<file path="src/rtl/mem_arbiter.sv">
// Byte-serial memory controller sharing one byte-wide RAM between instruction fetch and the LS unit.
// Optional round-robin conflict resolution is enabled by defining MEM_ARB_RR_EN.
module mem_arbiter #(
    parameter int ADDR_WIDTH = 32
) (
    input  logic                  clk,
    input  logic                  rst,
    input  logic                  if_req,
    input  logic [ADDR_WIDTH-1:0] if_addr,
    output logic                  if_ack,
    output logic [31:0]           if_data,
    input  logic                  ls_req,
    input  logic                  ls_we,
    input  logic [1:0]            ls_size,
    input  logic [ADDR_WIDTH-1:0] ls_addr,
    input  logic [31:0]           ls_wdata,
    output logic                  ls_ack,
    output logic [31:0]           ls_rdata,
    output logic [ADDR_WIDTH-1:0] ram_addr,
    output logic                  ram_we,
    output logic [7:0]            ram_dout,
    input  logic [7:0]            ram_din,
    output logic                  busy,
    output logic [1:0]            dbg_state
);

    typedef enum logic [1:0] {
        S_IDLE = 2'd0,
        S_XFER = 2'd1,
        S_TAIL = 2'd2,
        S_DONE = 2'd3
    } state_t;

    // Handshake: a requester holds req high with stable operands until its
    // one-cycle ack; requests are only sampled in IDLE, so an ack is always
    // followed by at least one IDLE cycle before the next grant.

    state_t                state_q, state_d;
    logic [1:0]            cnt_q, cnt_d;
    logic [1:0]            last_q, last_d;
    logic [ADDR_WIDTH-1:0] base_q, base_d;
    logic                  we_q, we_d;
    logic [31:0]           wdata_q, wdata_d;
    logic                  gnt_ls_q, gnt_ls_d;
    logic                  last_grant_ls_q, last_grant_ls_d;
    logic [31:0]           rbuf_q, rbuf_d;
    logic                  if_ack_q, if_ack_d;
    logic                  ls_ack_q, ls_ack_d;
    logic [31:0]           if_data_q, if_data_d;
    logic [31:0]           ls_rdata_q, ls_rdata_d;
    logic [ADDR_WIDTH-1:0] ram_addr_q, ram_addr_d;
    logic                  ram_we_q, ram_we_d;
    logic [7:0]            ram_dout_q, ram_dout_d;
    logic                  busy_q, busy_d;

    logic                  pick_ls;
    logic [1:0]            prev_idx;

    function automatic logic [1:0] size_last(input logic [1:0] size);
        case (size)
            2'd0:    size_last = 2'd0;
            2'd1:    size_last = 2'd1;
            default: size_last = 2'd3;
        endcase
    endfunction

`ifdef MEM_ARB_RR_EN
    assign pick_ls = ls_req && (!if_req || !last_grant_ls_q);
`else
    assign pick_ls = ls_req;
`endif

    assign prev_idx = cnt_q - 2'd1;

    always_comb begin
        state_d         = state_q;
        cnt_d           = cnt_q;
        last_d          = last_q;
        base_d          = base_q;
        we_d            = we_q;
        wdata_d         = wdata_q;
        gnt_ls_d        = gnt_ls_q;
        last_grant_ls_d = last_grant_ls_q;
        rbuf_d          = rbuf_q;
        if_ack_d        = 1'b0;
        ls_ack_d        = 1'b0;
        if_data_d       = if_data_q;
        ls_rdata_d      = ls_rdata_q;
        ram_addr_d      = ram_addr_q;
        ram_we_d        = 1'b0;
        ram_dout_d      = ram_dout_q;

        case (state_q)
            S_IDLE: begin
                ram_addr_d = '0;
                if (if_req || ls_req) begin
                    gnt_ls_d        = pick_ls;
                    last_grant_ls_d = pick_ls;
                    base_d          = pick_ls ? ls_addr : if_addr;
                    we_d            = pick_ls && ls_we;
                    wdata_d         = pick_ls ? ls_wdata : 32'h0;
                    last_d          = pick_ls ? size_last(ls_size) : 2'd3;
                    cnt_d           = 2'd0;
                    rbuf_d          = 32'h0;
                    // Outputs are registered, so byte 0 goes out on the grant edge.
                    ram_addr_d      = base_d;
                    ram_we_d        = we_d;
                    ram_dout_d      = wdata_d[7:0];
                    state_d         = S_XFER;
                end
            end
            S_XFER: begin
                if (!we_q && cnt_q != 2'd0) begin
                    rbuf_d[{prev_idx, 3'b000} +: 8] = ram_din;
                end
                if (cnt_q == last_q) begin
                    if (we_q) begin
                        state_d  = S_DONE;
                        ls_ack_d = gnt_ls_q;
                        if_ack_d = !gnt_ls_q;
                    end else begin
                        state_d = S_TAIL;
                    end
                end else begin
                    cnt_d      = cnt_q + 2'd1;
                    ram_addr_d = base_q + ADDR_WIDTH'(cnt_d);
                    ram_we_d   = we_q;
                    ram_dout_d = wdata_q[{cnt_d, 3'b000} +: 8];
                end
            end
            S_TAIL: begin
                rbuf_d[{last_q, 3'b000} +: 8] = ram_din;
                state_d = S_DONE;
                if (gnt_ls_q) begin
                    ls_ack_d   = 1'b1;
                    ls_rdata_d = rbuf_d;
                end else begin
                    if_ack_d  = 1'b1;
                    if_data_d = rbuf_d;
                end
            end
            S_DONE: begin
                ram_addr_d = '0;
                state_d    = S_IDLE;
            end
            default: state_d = S_IDLE;
        endcase

        busy_d = (state_d != S_IDLE);
    end

    always_ff @(posedge clk or negedge rst) begin
        if (!rst) begin
            state_q         <= S_IDLE;
            cnt_q           <= 2'd0;
            last_q          <= 2'd0;
            base_q          <= '0;
            we_q            <= 1'b0;
            wdata_q         <= 32'h0;
            gnt_ls_q        <= 1'b0;
            last_grant_ls_q <= 1'b0;
            rbuf_q          <= 32'h0;
            if_ack_q        <= 1'b0;
            ls_ack_q        <= 1'b0;
            if_data_q       <= 32'h0;
            ls_rdata_q      <= 32'h0;
            ram_addr_q      <= '0;
            ram_we_q        <= 1'b0;
            ram_dout_q      <= 8'h0;
            busy_q          <= 1'b0;
        end else begin
            state_q         <= state_d;
            cnt_q           <= cnt_d;
            last_q          <= last_d;
            base_q          <= base_d;
            we_q            <= we_d;
            wdata_q         <= wdata_d;
            gnt_ls_q        <= gnt_ls_d;
            last_grant_ls_q <= last_grant_ls_d;
            rbuf_q          <= rbuf_d;
            if_ack_q        <= if_ack_d;
            ls_ack_q        <= ls_ack_d;
            if_data_q       <= if_data_d;
            ls_rdata_q      <= ls_rdata_d;
            ram_addr_q      <= ram_addr_d;
            ram_we_q        <= ram_we_d;
            ram_dout_q      <= ram_dout_d;
            busy_q          <= busy_d;
        end
    end

    assign if_ack    = if_ack_q;
    assign if_data   = if_data_q;
    assign ls_ack    = ls_ack_q;
    assign ls_rdata  = ls_rdata_q;
    assign ram_addr  = ram_addr_q;
    assign ram_we    = ram_we_q;
    assign ram_dout  = ram_dout_q;
    assign busy      = busy_q;
    assign dbg_state = state_q;

endmodule
</file>
<file path="config.mk">
export PLATFORM = sky130hd
export DESIGN_NAME = mem_arbiter
export DESIGN_NICKNAME = d
export VERILOG_FILES = /design/src/rtl/mem_arbiter.sv
export SDC_FILE = /design/constraint.sdc
export NUM_CORES = 1
export LEC_CHECK = 0
export ABC_AREA = 1
export BUFFER_PORTS_ARGS = -buffer_cell sky130_fd_sc_hd__buf_2
export CAP_MARGIN = 20
export CORE_MARGIN = 2
export CORE_UTILIZATION = 51
export DETAILED_ROUTE_END_ITERATION = 12
export PLACE_DENSITY = 0.78
export SYNTH_ARGS = -nofsm -noshare
export SYNTH_HDL_FRONTEND = slang
export SYNTH_SLANG_ARGS = --single-unit
</file>
<file path="constraint.sdc">
create_clock -name clk -period 2.4 [get_ports clk]
set_clock_uncertainty 0.15 [all_clocks]
set_input_delay 0.24 -clock clk [delete_from_list [all_inputs] [get_ports clk]]
set_output_delay 0.24 -clock clk [all_outputs]
set_load 0.01 [all_outputs]
</file>
* Yosys cells after proc, flatten, opt, wreduce, memory -nomap -nowiden *
Cells that the tools add are included.

operators by class
  add/subtract/negate cells = 5
  equal/unequal tests = 8
  shifts and indexed selects = 5
  muxes and demuxes = 33
  bitwise operators = 1
  reduce and logical (&&, ||, !) cells = 18

operator list
  cell                                                  number
  two-way mux 32 bit                                    6
  one-hot mux 32 bit (3 select lines)                   2
  bitwise mux 32 bit                                    2
  variable shift 8 x 7 -> 32 bit, first input constant  2
  variable part select 8 x 7 -> 32 bit                  2
  adder 32 x 2 -> 32 bit                                1
  variable part select 32 x 6 -> 8 bit                  1
  two-way mux 8 bit                                     2
  one-hot mux 8 bit (2 select lines)                    1
  negator 5 -> 7 bit                                    2
  two-way mux 2 bit                                     5
  two-way mux 1 bit                                     9
  one-hot mux 2 bit (2 select lines)                    2
  one-hot mux 2 bit (4 select lines)                    1
  AND reduction 2 bit                                   4
  inequality test 2 bit, second input constant          3
  one-hot mux 1 bit (2 select lines)                    3
  AND reduction 3 bit                                   2
  nonzero test 2 bit                                    3
  nonzero test 3 bit                                    2
  == test 2 x 1 -> 1 bit, second input constant         2
  == test 2 bit, second input constant                  2
  logical NOT 2 bit                                     2
  adder 2 x 1 -> 2 bit, second input constant           1
  6 further kinds                                       8

storage, ports and cells
  register bits after elaboration = 212
  input port bits = 111
  output and inout bits = 110
  word-level logic and storage cells = 86

* Longest topological paths before layout *
Gate-level depths: netlist of the first run.

  word-level depth = 6
  depth in mapped cells = 11
  mapped depth without buffers = 11

* Least setup slack after synthesis of the first run *
Ideal clock, no wire load.

  path kind = flip-flop to flip-flop
  start point = register cnt_q[0]
  end point = register ram_addr_q[12] (netlist: ram_addr[12])
  library setup time = 121 ps
  arrival time = 2,095 ps
  required time = 2,129 ps
  slack = 34 ps
  cell stages (with the launch flop) = 11
  path buffers = 0
  period minus slack after synthesis = 2,366 ps
  path through = dfrtp_1 inv_2 ha_1 fa_1 nand2_2 nor2_4 nand2_2 nor2_4 or2_2 nand3_1 a21oi_1

on the way
  longest elaborated chain between the ends = 4
  elaborated cells between the ends (all ways) = 7
  classes of those cells = add/sub (2); eq/ne (2); mux (2); reduce/logical (1)

RTL lines
  element                              line  RTL
  start: declaration                   39    logic [1:0] cnt_q, cnt_d;
  start signal: assignment             173   cnt_q <= cnt_d;
  adder 2 x 1 -> 2 bit                 125   cnt_d = cnt_q + 2'd1;
  adder 32 x 2 -> 32 bit               126   ram_addr_d = base_q + ADDR_WIDTH'(cnt_d);
  two-way mux 32 bit                   116   if (cnt_q == last_q) begin
  one-hot mux 32 bit (3 select lines)  93    case (state_q)
  end signal: assignment               185   ram_addr_q <= ram_addr_d;
  end: declaration                     51    logic [ADDR_WIDTH-1:0] ram_addr_q, ram_addr_d;

Several ways; a longest one is shown, not always the timed one. The select of a mux whose other input is x is not followed.
A chain may end at the register's enable or synchronous reset.

* Worst setup path in the final report of the first run *
  start point = register cnt_q[0]
  end point = register ram_addr_q[21] (netlist: ram_addr[21])

Same word-level chain as after synthesis.

==> results of run 1 <==
## worst max-delay path, cell delays in order (launching register included)
cell and delay, ns:
sky130_fd_sc_hd__dfrtp_1 0.39, sky130_fd_sc_hd__inv_2 0.13, sky130_fd_sc_hd__ha_2 0.32, sky130_fd_sc_hd__ha_1 0.31
sky130_fd_sc_hd__nand3_1 0.10, sky130_fd_sc_hd__nand2_2 0.14, sky130_fd_sc_hd__nand2_1 0.14, sky130_fd_sc_hd__nor2_4 0.17
sky130_fd_sc_hd__nand2_1 0.06, sky130_fd_sc_hd__nand2_1 0.06, sky130_fd_sc_hd__nand3_1 0.10, sky130_fd_sc_hd__a21oi_2 0.18
## flip-flops by register name, summed over array words and instances (netlist names), 2 cells and up
signal / count
base_q: 32
cnt_q: 2
dbg_state: 2
if_data: 32
last_q: 2
ls_rdata: 32
ram_addr: 32
ram_dout: 8
rbuf_q: 32
wdata_q: 32
## layer usage
| layer | global-route usage, % | wire [µm] |
|---|---|---|
| met2 | 46.5 | 15800 |
| met5 | 0 | 0 |
| met3 | 4.92 | 2700 |
| met1 | 40.4 | 14800 |
| met4 | 12.1 | 1410 |
## repair_timing
action	4_1_cts	5_1_grt
hold buffers	103	0
resized for setup	0	11
hold endpoints to repair	144	0
endpoints found under the setup margin	0	17
## metrics by stage
stage / std cells / util, % / worst slack [ns] / TNS (ns)
2_1_floorplan: 1492 / - / 0.0344 / 0
3_3_place_gp: 1968 / 58.7 / 0.210 / 0
3_5_place_dp: 1968 / 58.7 / 0.116 / 0
4_1_cts: 2109 / 67.1 / 0.0868 / 0
5_1_grt: 2109 / 67.3 / -0.0597 / -0.0702
6_report: 2110 / 67.3 / 0.0865 / 0
## layout make-up
cell class / instances / area [µm²] / share of cell area (%)
repair buffers: 371 / 2560 / 17.5
clock inverters: 6 / 105 / 0.718
multi-input cells: 1104 / 5240 / 35.8
clock buffers: 32 / 689 / 4.71
inverters: 104 / 390 / 2.67
flip-flops and latches: 212 / 5310 / 36.2
diodes: 1 / 2.50 / 0.0171
well taps: 280 / 350 / 2.39
## worst paths after layout
path                                     startpoint                       end  slack, ns  cells after the start
setup reg to reg               cnt_q[0]$_DFFE_PN0P_  ram_addr[21]$_DFFE_PN0P_       0.09                     11
setup / recovery               cnt_q[0]$_DFFE_PN0P_  ram_addr[21]$_DFFE_PN0P_       0.09                     11
hold / removal                          ls_addr[10]  ram_addr[10]$_DFFE_PN0P_       0.02                      5
hold reg to reg            ls_rdata[23]$_DFFE_PN0P_  ls_rdata[23]$_DFFE_PN0P_       0.33                      2
min in group asynchronous                       rst   if_data[24]$_DFFE_PN0P_       0.14                      2
max in group asynchronous                       rst  ls_rdata[18]$_DFFE_PN0P_       1.17                      3
## synth_stat cells (all sizes together)
cell type  number  area [µm²]
nand2         539        2050
o211ai         30         225
inv           100         375
nand4           7        50.1
o21ai         167         840
clkinv          4        15.0
fa              1        20.0
a31oi           6        37.5
buf            37         214
a22oi          17         128
clkbuf         35         131
a21oi          54         278
ha             17         213
nand3          70         350
o22ai          12        75.1
nor2          145         604
xnor2           2        17.5
mux2i          21         210
nor3            7        45.0
or2             2        12.5
o21a            1        7.51
o21bai          6        45.0
dfrtp         212        5310
## cell families after synthesis
logic type	after synthesis	synth area share [%]
compound gates	293	14.5
xor+xnor	2	0.156
fa+ha+maj	18	2.07
buf+inv	176	6.54
flops	212	47.2
mux	21	1.87
simple gates	770	27.7
## power by group through the flow
| stage | combinational [mW] | clock (mW) | sequential (mW) |
|---|---|---|---|
| 5_1_grt | 11.2 | 3.93 | 6.66 |
| 3_5_place_dp | 9.61 | 0 | 6.46 |
| 2_1_floorplan | 5.93 | 0 | 6.63 |
| 4_1_cts | 9.89 | 3.78 | 6.45 |
| 6_report | 10.1 | 3.72 | 6.49 |
| 3_3_place_gp | 9.35 | 0 | 6.45 |
==> impl.org, run 1 <==
** Placement
- Detailed placement ended at an HPWL of 23.3 mm.
- Final weighted congestion in routability-driven placement :: 0.964
- Cell area after placement :: 0.0128 mm²
- Number of input and output port buffers inserted :: 220

** Pwr
- The internal power of the cells totals 11.2 mW.
- Share of total power in sequential cells :: 32.0%
- Net switching component of the power :: 9.12 mW
- In this run switching power makes up 44.9% of total power.
- Combinational fraction of design power :: 49.7%
- Worst voltage drop across the vdd grid :: 727 µV
- Power density normalized to cell area :: 1390 mW/mm²
- Relative contribution of the clock network to total power :: 18.3%
- Overall Power :: 20.3 mW
- Leakage power figure :: 7.43 nW

** Yosys
- Synthesis inferred 212 register bits.
- When the netlist entered floorplanning its net count stood at 1621.
- Mapped Area :: 0.0112 mm²
- Yosys warning total :: 0
- Average footprint of a synthesized cell :: 7.54 µm²
- Gate Count Post-Synth :: 1492
- After synthesis, the netlist uses 36 different library cells.
- Proportion of synthesized chip area in sequential cells :: 47.2%

** STA
- Final setup vio count :: 0
- Fin crit period :: 2.31 ns
- Setup repair after global routing could not meet its margin everywhere.
- Final hold analysis gives a worst-case slack of 0.0218 ns.
- Tightest Pin Transition :: 0.603 ns
- Timing would allow up to 432 MHz.
- The worst pin sits at a relative slew slack of 59.8%.
- Fin. Hold Viols :: 0
- Period utilisation layout :: 96.4%
- The max-slew violation count was 0.

** Clock network
- Post-CTS setup buffers :: 0
- The clock passes through at most 3 buffers.
- TritonCTS built the clock tree.
- Clock tree synthesis selected as its root buffer the cell sky130_fd_sc_hd__clkbuf_16.
- The later pin in the worst-skew pair is clocked with a latency of 0.51 ns.
- H-tree lvl count :: 1
- Clock sinks :: 212
- After clock tree synthesis, the clock-pin slew on the worst setup and hold paths is 0.06 ns.
- In this run, CTS created clock tree buffers numbering 23.

** Detailed routing
- The first routing iteration left 1008 violations.
- Routed len/inst :: 16.5 µm
- For this block, the via count after detailed routing is 11600.
- Post-route antenna net violation count :: 0
- The final layout contains routed wiring with a total length of 34.7 mm.
- Average vias per placed instance :: 5.48
- For this run, the detailed router's first-pass iteration total came to 5.
- Residual DRC :: 0

** Worst setup path
- At the worst endpoint, the required time is 2.68 ns.
- Worst Path Arrival :: 2.60 ns
- Of all nets on the critical path, the largest fanout is 6.
- Type of origin of the critical path :: register
- The worst setup path is of the register to register kind.
- STA classifies the critical path endpoint as a register.

** Floorplanning
- Once the floorplan was initialized, standard cells occupied 51.7% of the core.
- In this run the standard cell core region covers 0.0218 mm².
- The die covers 0.0233 mm².
- I/O pin count :: 221
- X dimension of the die :: 153 µm
- The die is 153 µm tall.
- Standard-cell rows :: 54

** GRT
- Across every metal layer, demand over resource in global routing totals 29.3%.
- Wire length of the first global-routing pass :: 56.5 mm
- Via count of the first global-routing pass :: 11300
- Global routing finished with a remaining overflow of 0.
- The initial antenna violation count came to 0.
- Largest net degree at the start of global routing :: 70

** Finish
- The top cell types in the final layout, fill and taps aside, are 528 x sky130_fd_sc_hd__nand2_1, 219 x sky130_fd_sc_hd__buf_2, 212 x sky130_fd_sc_hd__dfrtp_1, 153 x sky130_fd_sc_hd__o21ai_0, 131 x sky130_fd_sc_hd__nor2_1.
- Of the cells placed in the final design, the portion with a size suffix greater than 1 is 19.1%.
- Leaving out fill and tap cells, the most frequent cell in the layout is sky130_fd_sc_hd__nand2_1.
- After routing the design area is 0.0146 mm².
- Fill cells in the final layout number 1812.
- The final layout contains 1945 nets.
- Layout overhead on the synthesized area :: 30.2%

** Hold path
- The tightest min-delay check is of the input pin to register type.

** Job
- Max-cap violations in this run came to 0.

** Outcome
- The flow ran to the end, and the final reports show no timing, DRC or antenna violations.
(Power assumes the default switching activity.)
==> run 2: changes to the inputs <==
- CAP_MARGIN: 20 -> default
- CORE_UTILIZATION: 51 -> 45
- MAX_ROUTING_LAYER: default -> met4
- PLACE_DENSITY: 0.78 -> 0.7
==> run 2 against run 1 <==
Flip-flop and latch count unchanged. First-iteration DRC count up 0.99%. Worst setup slack better by 0.023 ns. Final cell count up 2.8%. Count of clock-buffer cells in the layout unchanged. Clock power up 5%. Worst hold slack better by 0.0032 ns. Register-to-register slack better by 0.02 ns. Die area up 13%. Largest cell class unchanged. Largest power group unchanged.
==> impl.org, run 2 (synthesis results as in run 1) <==
** Floorplanning
- The width of the chip is 162 µm (+6.3%).
- The initial cell density of the core is 46.0% (-5.7 points).
- Standard-cell rows :: 57 (+5.6%)
- The number of top-level pins was 221 (unchanged).
- The die area is 0.0263 mm² (+13%).
- Placeable core region :: 0.0245 mm² (+12%)
- The chip height came to 162 µm (+6.3%).

** Job
- The count of max-cap constraint violations is 0 (unchanged).

** Worst setup path
- Worst Path Arrival :: 2.56 ns (-0.04 ns)
- Critical setup path kind :: register to register
- STA classifies the critical path startpoint as a register.
- Buffers plus inverters on the worst setup path :: 2 (+1)
- Crit path max-delay family :: simple AND/OR/NAND/NOR gates
- The required time of the critical path was 2.67 ns (about the same).
- Maximum fanout encountered on the critical timing path :: 8 (+2)
- Slowest cell on crit path :: sky130_fd_sc_hd__dfrtp_1
- Maximum cell stage delay along the critical path :: 0.45 ns (+0.06 ns)
- CP most frequent cell :: sky130_fd_sc_hd__nand2_1
- The critical path goes through inv_1 > ha_1 > inv_1 > nand4_2 > o22ai_1 > nand2_1 > nand2_1 > nand2_1 > o21ai_0.
- Endpoint kind of the worst setup timing path :: register

** Detailed routing
- Average vias per placed instance :: 5.27 (-3.9%)
- Residual DRC :: 0 (unchanged)
- The violation count after the first detailed-route iteration is 1018 (+0.99%).
- Routed len/inst :: 16.0 µm (-2.7%)
- Routed Wire Length :: 34.7 mm (about the same)
- First-pass detailed-route iteration total :: 5 (unchanged)
- Post-route antenna net violation count :: 0 (unchanged)
- The vias after detailed routing was 11400 (-1.2%).

** Clock network
- Insertion delay to the later sink of the worst-skew pair :: 0.53 ns (+0.02 ns)
- Root buf cell :: sky130_fd_sc_hd__clkbuf_16
- Clock sinks :: 212 (unchanged)
- The CTS H-tree depth is 1 (unchanged).
- TritonCTS built the clock tree.
- The number of buffers between clock root and the deepest sink was 3 (unchanged).
- Clk pin slew, worst setup/hold paths :: 0.06 ns (about the same)
- The number of buffers inserted during clock tree synthesis is 25 (+8.7%).

** Finish
- The count of filler cells inserted in the layout is 2173 (+20%).
- From synthesis to final layout, the design area changed by 32.2%.
- The number of diodes came to 0 (-1).
- The library cell used most frequently in the layout, excluding fill and tap cells, is sky130_fd_sc_hd__nand2_1.
- Leaving out fill and tap cells, the most frequent cells in the layout are 526 x sky130_fd_sc_hd__nand2_1, 219 x sky130_fd_sc_hd__buf_2, 212 x sky130_fd_sc_hd__dfrtp_1, 148 x sky130_fd_sc_hd__o21ai_0, 132 x sky130_fd_sc_hd__nor2_1.
- Share of layout cells above drive strength 1 :: 19.9% (+0.86 points)
- The count of nets after finishing was 1958 (+0.67%).
- The final non-filler cell area was 0.0149 mm² (+1.5%).

** STA
- Unrepaired setup endpoints after global routing :: yes
- Worst-case headroom to the max-slew limit :: 45.3% (-14 points)
- Final setup slack of the worst path :: 0.109 ns (+0.0230 ns)
- Max Transition Viols Final :: 0 (unchanged)
- Fin crit period :: 2.29 ns (-0.0230 ns)
- Tightest Pin Transition :: 0.820 ns (+0.217 ns)
- Final setup vio count :: 0 (unchanged)
- The final period utilization came to 95.4% (-0.96 points).
- The maximum frequency from static timing analysis came to 437 MHz (+1.0%).
- Fin. Hold Viols :: 0 (unchanged)

** Placement
- The final weighted congestion in routability-driven placement came to 0.965 (about the same).
- The placed cell area is 0.0129 mm² (+1.2%).
- The count of input and output buffers came to 220 (unchanged).
- The post-placement worst setup slack is 0.00974 ns (-0.106 ns).
- Half-perimeter wire length after placement :: 23.6 mm (+1.2%)

** Pwr
- The power per unit of standard cell area is 1390 mW/mm² (about the same).
- The cell leakage power is 7.51 nW (+0.99%).
- Overall Power :: 20.6 mW (+1.5%)
- Worst voltage drop across the vdd grid :: 763 µV (+5.0%)

** GRT
- Largest net degree at the start of global routing :: 67 (-4.3%)
- Initial antenna violation count :: 0 (unchanged)
- GRT Total Usage :: 27.0% (-2.3 points)
- Wire length of the first global-routing pass :: 56.2 mm (-0.48%)
- The number of global-route vias before repair is 11200 (-0.79%).
- Leftover overflow at the end of global routing :: 0 (unchanged)

** Hold path
- The worst hold path belongs to the class input pin to register.

** Outcome
- The run finished with clean final reports.
==> run 2: cell count changes in the layout (fill, tap and decap cells not counted), sizes merged <==
| cell | change |
|---|---|
| diode | -1 |
| clkinv | -1 |
| dlygate4sd3 | -1 |
| clkinvlp | +5 |
| buf | +11 |
| inv | +2 |
==> run 2: per-stage QoR <==
stage	setup TNS, ns	hold slack (ns)	utilization, %	instances
final	0	0.0249	60.8	2169
after global placement	0	0.138	52.9	2022
after global routing	-0.219	0.0669	60.8	2169
after detailed placement	0	0.135	52.9	2022
after CTS	0	0.00213	60.6	2167
after floorplan	0	-0.206	-	1492
==> run 2: where the power goes <==
part           leakage, nW  internal, mW  total (mW)  switching [mW]
Sequential            2.68          5.26        6.47            1.21
Clock                0.410          2.39        3.90            1.51
Combinational         4.41          3.72        10.2            6.51
Total                 7.51          11.4        20.6            9.23
==> run 2: worst paths after layout <==
path                                       endpoint                     from  slack (ns)  depth (start not counted)
hold reg to reg             wdata_q[11]$_DFFE_PN0P_  wdata_q[11]$_DFFE_PN0P_        0.32                          2
min in group asynchronous   if_data[31]$_DFFE_PN0P_                      rst        0.14                          2
setup / recovery              rbuf_q[5]$_DFFE_PN0P_    last_q[0]$_DFFE_PN0P_        0.11                          9
setup reg to reg              rbuf_q[5]$_DFFE_PN0P_    last_q[0]$_DFFE_PN0P_        0.11                          9
max in group asynchronous     base_q[5]$_DFFE_PN0P_                      rst        1.30                          3
hold / removal             ram_addr[16]$_DFFE_PN0P_              ls_addr[16]        0.02                          5
==> run 2: worst reg2reg max path, stage by stage, from the launching register on <==
cell                      delay [ns]
sky130_fd_sc_hd__dfrtp_1        0.45
sky130_fd_sc_hd__inv_1          0.17
sky130_fd_sc_hd__ha_1           0.36
sky130_fd_sc_hd__inv_1          0.13
sky130_fd_sc_hd__nand4_2        0.28
sky130_fd_sc_hd__o22ai_1        0.36
sky130_fd_sc_hd__nand2_1        0.08
sky130_fd_sc_hd__nand2_1        0.07
sky130_fd_sc_hd__nand2_1        0.04
sky130_fd_sc_hd__o21ai_0        0.09
==> run 2: metal layers <==
layer | global-route usage (%) | share of wire [%] | up-vias
li1 | - | - | 5517
met1 | 36.3 | 44 | 5417
met2 | 42.7 | 46 | 427
met3 | 3.42 | 6.3 | 77
met4 | 8.97 | 2.9 | 0
met5 | - | 0 | -
==> run 2: area by class of cell <==
| type | instances | area [µm²] | area share [%] |
|---|---|---|---|
| inverter | 104 | 394 | 2.65 |
| tap | 324 | 405 | 2.73 |
| timing repair inverter | 1 | 7.51 | 0.0505 |
| timing repair buffer | 381 | 2660 | 17.9 |
| sequential | 212 | 5310 | 35.7 |
| clock inverter | 11 | 153 | 1.03 |
| multi-input combinational | 1104 | 5250 | 35.3 |
| clock buffer | 32 | 702 | 4.72 |
==> run 2: timing repair <==
action,in CTS,in global routing
hold buffers,102,0
cloned,0,1
gates resized for setup,1,17
pin swaps,0,3
setup buffers,0,1
endpoints found under the hold margin,140,0
endpoints found under the setup margin,2,39
==> run 3: changes to the inputs <==
- CORE_MARGIN: 2 -> default
- REMOVE_ABC_BUFFERS: default -> 1
==> run 3 against run 2 <==
Non-clock buffer count is 8 lower. Sequential power about the same. Largest power group unchanged. Sequential share of layout area grew 0.37 points. Die area decreased by 2.5%. Clock power shrank 10%. Fmax about the same. Total power decreased by 3.1%. Critical endpoint is now base_q[31]$_DFFE_PN0P_. Cell area shrank 1.0%. Worst hold slack worse by 0.013 ns. Combinational power is essentially flat.
==> impl.org, run 3 (synthesis results as in run 1) <==
** Pwr
- The cell leakage power is 7.43 nW (-1.1%).
- Worst voltage drop across the vdd grid :: 868 µV (+14%)
- Power density normalized to cell area :: 1360 mW/mm² (-2.1%)
- Internal power contribution :: 11.0 mW (-3.5%)
- The total power after layout is 20.0 mW (-3.1%).
- Combinational fraction of design power :: 50.2% (+0.6 points)
- Switching share of power :: 45.0% (+0.21 points)
- The switching power was 8.99 mW (-2.7%).
- The clock network power share was 17.5% (-1.4 points).
- Share of total power in sequential cells :: 32.3% (+0.9 points)

** Finish
- The count of filler cells inserted in the layout was 2225 (+2.4%).
- Final Instance Count excl. Fillers :: 2162 (-0.32%)
- Nets :: 1948 (-0.51%)
- Commonest cells after routing, fill and taps aside :: 528 x sky130_fd_sc_hd__nand2_1, 219 x sky130_fd_sc_hd__buf_2, 212 x sky130_fd_sc_hd__dfrtp_1, 153 x sky130_fd_sc_hd__o21ai_0, 132 x sky130_fd_sc_hd__nor2_1
- Leading cell type in the layout, fill and taps excluded :: sky130_fd_sc_hd__nand2_1
- The share of cells above drive strength 1 was 18.7% (-1.3 points).
- The area growth from synthesis to layout is 30.8%.
- Final design area excluding fillers :: 0.0147 mm² (-1.0%)

** GRT
- Met1 track utilization from global routing :: 34.8% (-1.5 points)
- Met2 Track Usage GR :: 45.0% (+2.3 points)
- Leftover overflow at the end of global routing :: 0 (unchanged)
- GR met3 Demand/Resource :: 3.48% (+0.059 points)
- Wire length of the first global-routing pass :: 55.3 mm (-1.7%)
- Via count of the first global-routing pass :: 11100 (-0.94%)
- Initial antenna violation count :: 2 (+2)
- Routing layer with the top usage in global route :: met2
- The pin count of the biggest net entering global routing came to 72 (+7.5%).
- The total global-route track usage came to 27.3% (+0.30 points).

** Worst setup path
- The required time of the critical path is 2.59 ns (-0.08 ns).
- The worst setup path is launched from a register.
- Critical setup path kind :: register to register
- Endpoint kind of the worst setup timing path :: register
- The maximum net fanout on the critical path came to 71 (+63).
- The critical path data arrival time came to 2.48 ns (-0.08 ns).

** Floorplanning
- The number of top-level pins was 221 (unchanged).
- Initial Util :: 46.1% (+0.13 points)
- The number of cell rows came to 57 (unchanged).
- Die area :: 0.0256 mm² (-2.5%)
- The core outline area came to 0.0244 mm² (-0.29%).
- Die Span Y :: 160 µm (-1.2%)
- The width of the chip came to 160 µm (-1.2%).

** Clock network
- The clock-pin slew reported for the worst setup and hold paths after clock tree synthesis was 0.06 ns (about the same).
- Maximum count of clock buffers along a single path :: 3 (unchanged)
- Post-CTS setup buffers :: 0 (unchanged)
- The number of sinks handled by clock tree synthesis was 212 (unchanged).
- Root buf cell :: sky130_fd_sc_hd__clkbuf_16
- The number of buffers inserted during clock tree synthesis is 24 (-4.0%).
- H-tree lvl count :: 1 (unchanged)
- CTS tree :: built
- The later-pin clock latency in the skew report was 0.52 ns (about the same).

** STA
- The final period utilization was 95.4% (about the same).
- Fin. Hold Viols :: 0 (unchanged)
- Achievable Freq :: 437 MHz (about the same)
- Setup repair after global routing could not meet its margin everywhere.
- Worst-case headroom to the max-slew limit :: 26.2% (-19 points)
- Tightest Pin Transition :: 1.11 ns (+0.287 ns)
- The max-slew violation count is 0 (unchanged).
- The final critical-path setup slack came to 0.110 ns (+0.000470 ns).
- Fin crit period :: 2.29 ns (-0.000470 ns)
- Final setup vio count :: 0 (unchanged)

** Detailed routing
- Violation count after the first detailed-routing iteration :: 944 (-7.3%)
- The total DRC errors in the routed layout came to 0 (unchanged).
- The vias after detailed routing was 11300 (-1.6%).
- Average vias per placed instance :: 5.21 (-1.3%)
- The average wire per standard cell was 15.6 µm (-2.6%).
- Routed Wire Length :: 33.7 mm (-2.9%)
- The number of nets with antenna violations after detailed routing was 0 (unchanged).
- First-pass detailed-route iteration total :: 5 (unchanged)

** Placement
- The count of input and output buffers came to 220 (unchanged).
- The estimated wirelength of the detail-placed design was 22.6 mm (-4.2%).
- The final weighted congestion in routability-driven placement was 0.925 (-4.2%).
- The placed cell area was 0.0129 mm² (-0.50%).
- The post-placement worst setup slack was 0.102 ns (+0.0921 ns).
- The placed instance count was 2010 (-0.59%).

** Job
- The count of max-cap constraint violations was 0 (unchanged).

** Outcome
- The flow ran to the end, and the final reports show no timing, DRC or antenna violations.

** Hold path
- The tightest min-delay check is of the input pin to register type.
[run 3: worst paths after layout]
kind	startpoint	end	slack (ns)	depth (start not counted)
min	ls_addr[30]	ram_addr[30]$_DFFE_PN0P_	0.01	5
max reg2reg	dbg_state[0]$_DFF_PN0_	base_q[31]$_DFFE_PN0P_	0.11	6
min in group asynchronous	rst	ls_rdata[22]$_DFFE_PN0P_	0.15	2
max in group asynchronous	rst	wdata_q[30]$_DFFE_PN0P_	1.25	3
min reg2reg	wdata_q[11]$_DFFE_PN0P_	wdata_q[11]$_DFFE_PN0P_	0.32	2
max	dbg_state[0]$_DFF_PN0_	base_q[31]$_DFFE_PN0P_	0.11	6
[run 3: stage by stage]
step / TNS [ns] / hold WS (ns) / util, %
2_1_floorplan: -120.88 / -0.206 / -
3_3_place_gp: 0 / 0.137 / 52.8
6_report: 0 / 0.0123 / 60.3
5_1_grt: -1.39 / 0.0320 / 60.3
3_5_place_dp: 0 / 0.146 / 52.8
4_1_cts: 0 / 0.000596 / 60.2
[run 3: timing repair]
action | CTS | global route
hold endpoints to repair | 144 | 0
setup endpoints to repair | 0 | 71
hold buffers | 107 | 0
resized for setup | 0 | 5
[run 3: area by class of cell]
class                   instances  area [µm²]  area share (%)
repair buffers                373        2630            17.9
diodes                          2        5.00          0.0340
flip-flops and latches        212        5310            36.0
well taps                     324         405            2.75
clock inverters                 7        40.0           0.272
multi-input cells            1104        5230            35.5
clock buffers                  36         707            4.80
inverters                     104         393            2.67
[run 3: power groups by stage]
stage	sequential, mW	combinational [mW]	clock, mW
CTS	6.42	9.97	3.57
global placement	6.41	9.47	0
finish	6.44	10.0	3.50
floorplan	6.65	5.46	0
global route	6.63	11.2	3.72
detailed placement	6.44	9.71	0
[run 3: routing by layer]
metal | vias up | wire, µm
met5 | - | 0
met4 | 0 | 918
met3 | 67 | 2050
met2 | 426 | 16000
met1 | 5269 | 14700
li1 | 5493 | -
[run 3: critical path, cell delays in order, from the launching register on]
cell and delay, ns:
sky130_fd_sc_hd__dfrtp_1 0.40, sky130_fd_sc_hd__inv_1 0.10, sky130_fd_sc_hd__ha_1 0.24, sky130_fd_sc_hd__inv_2 0.11, sky130_fd_sc_hd__nor2_2 0.06, sky130_fd_sc_hd__inv_2 0.77, sky130_fd_sc_hd__o21ai_0 0.24
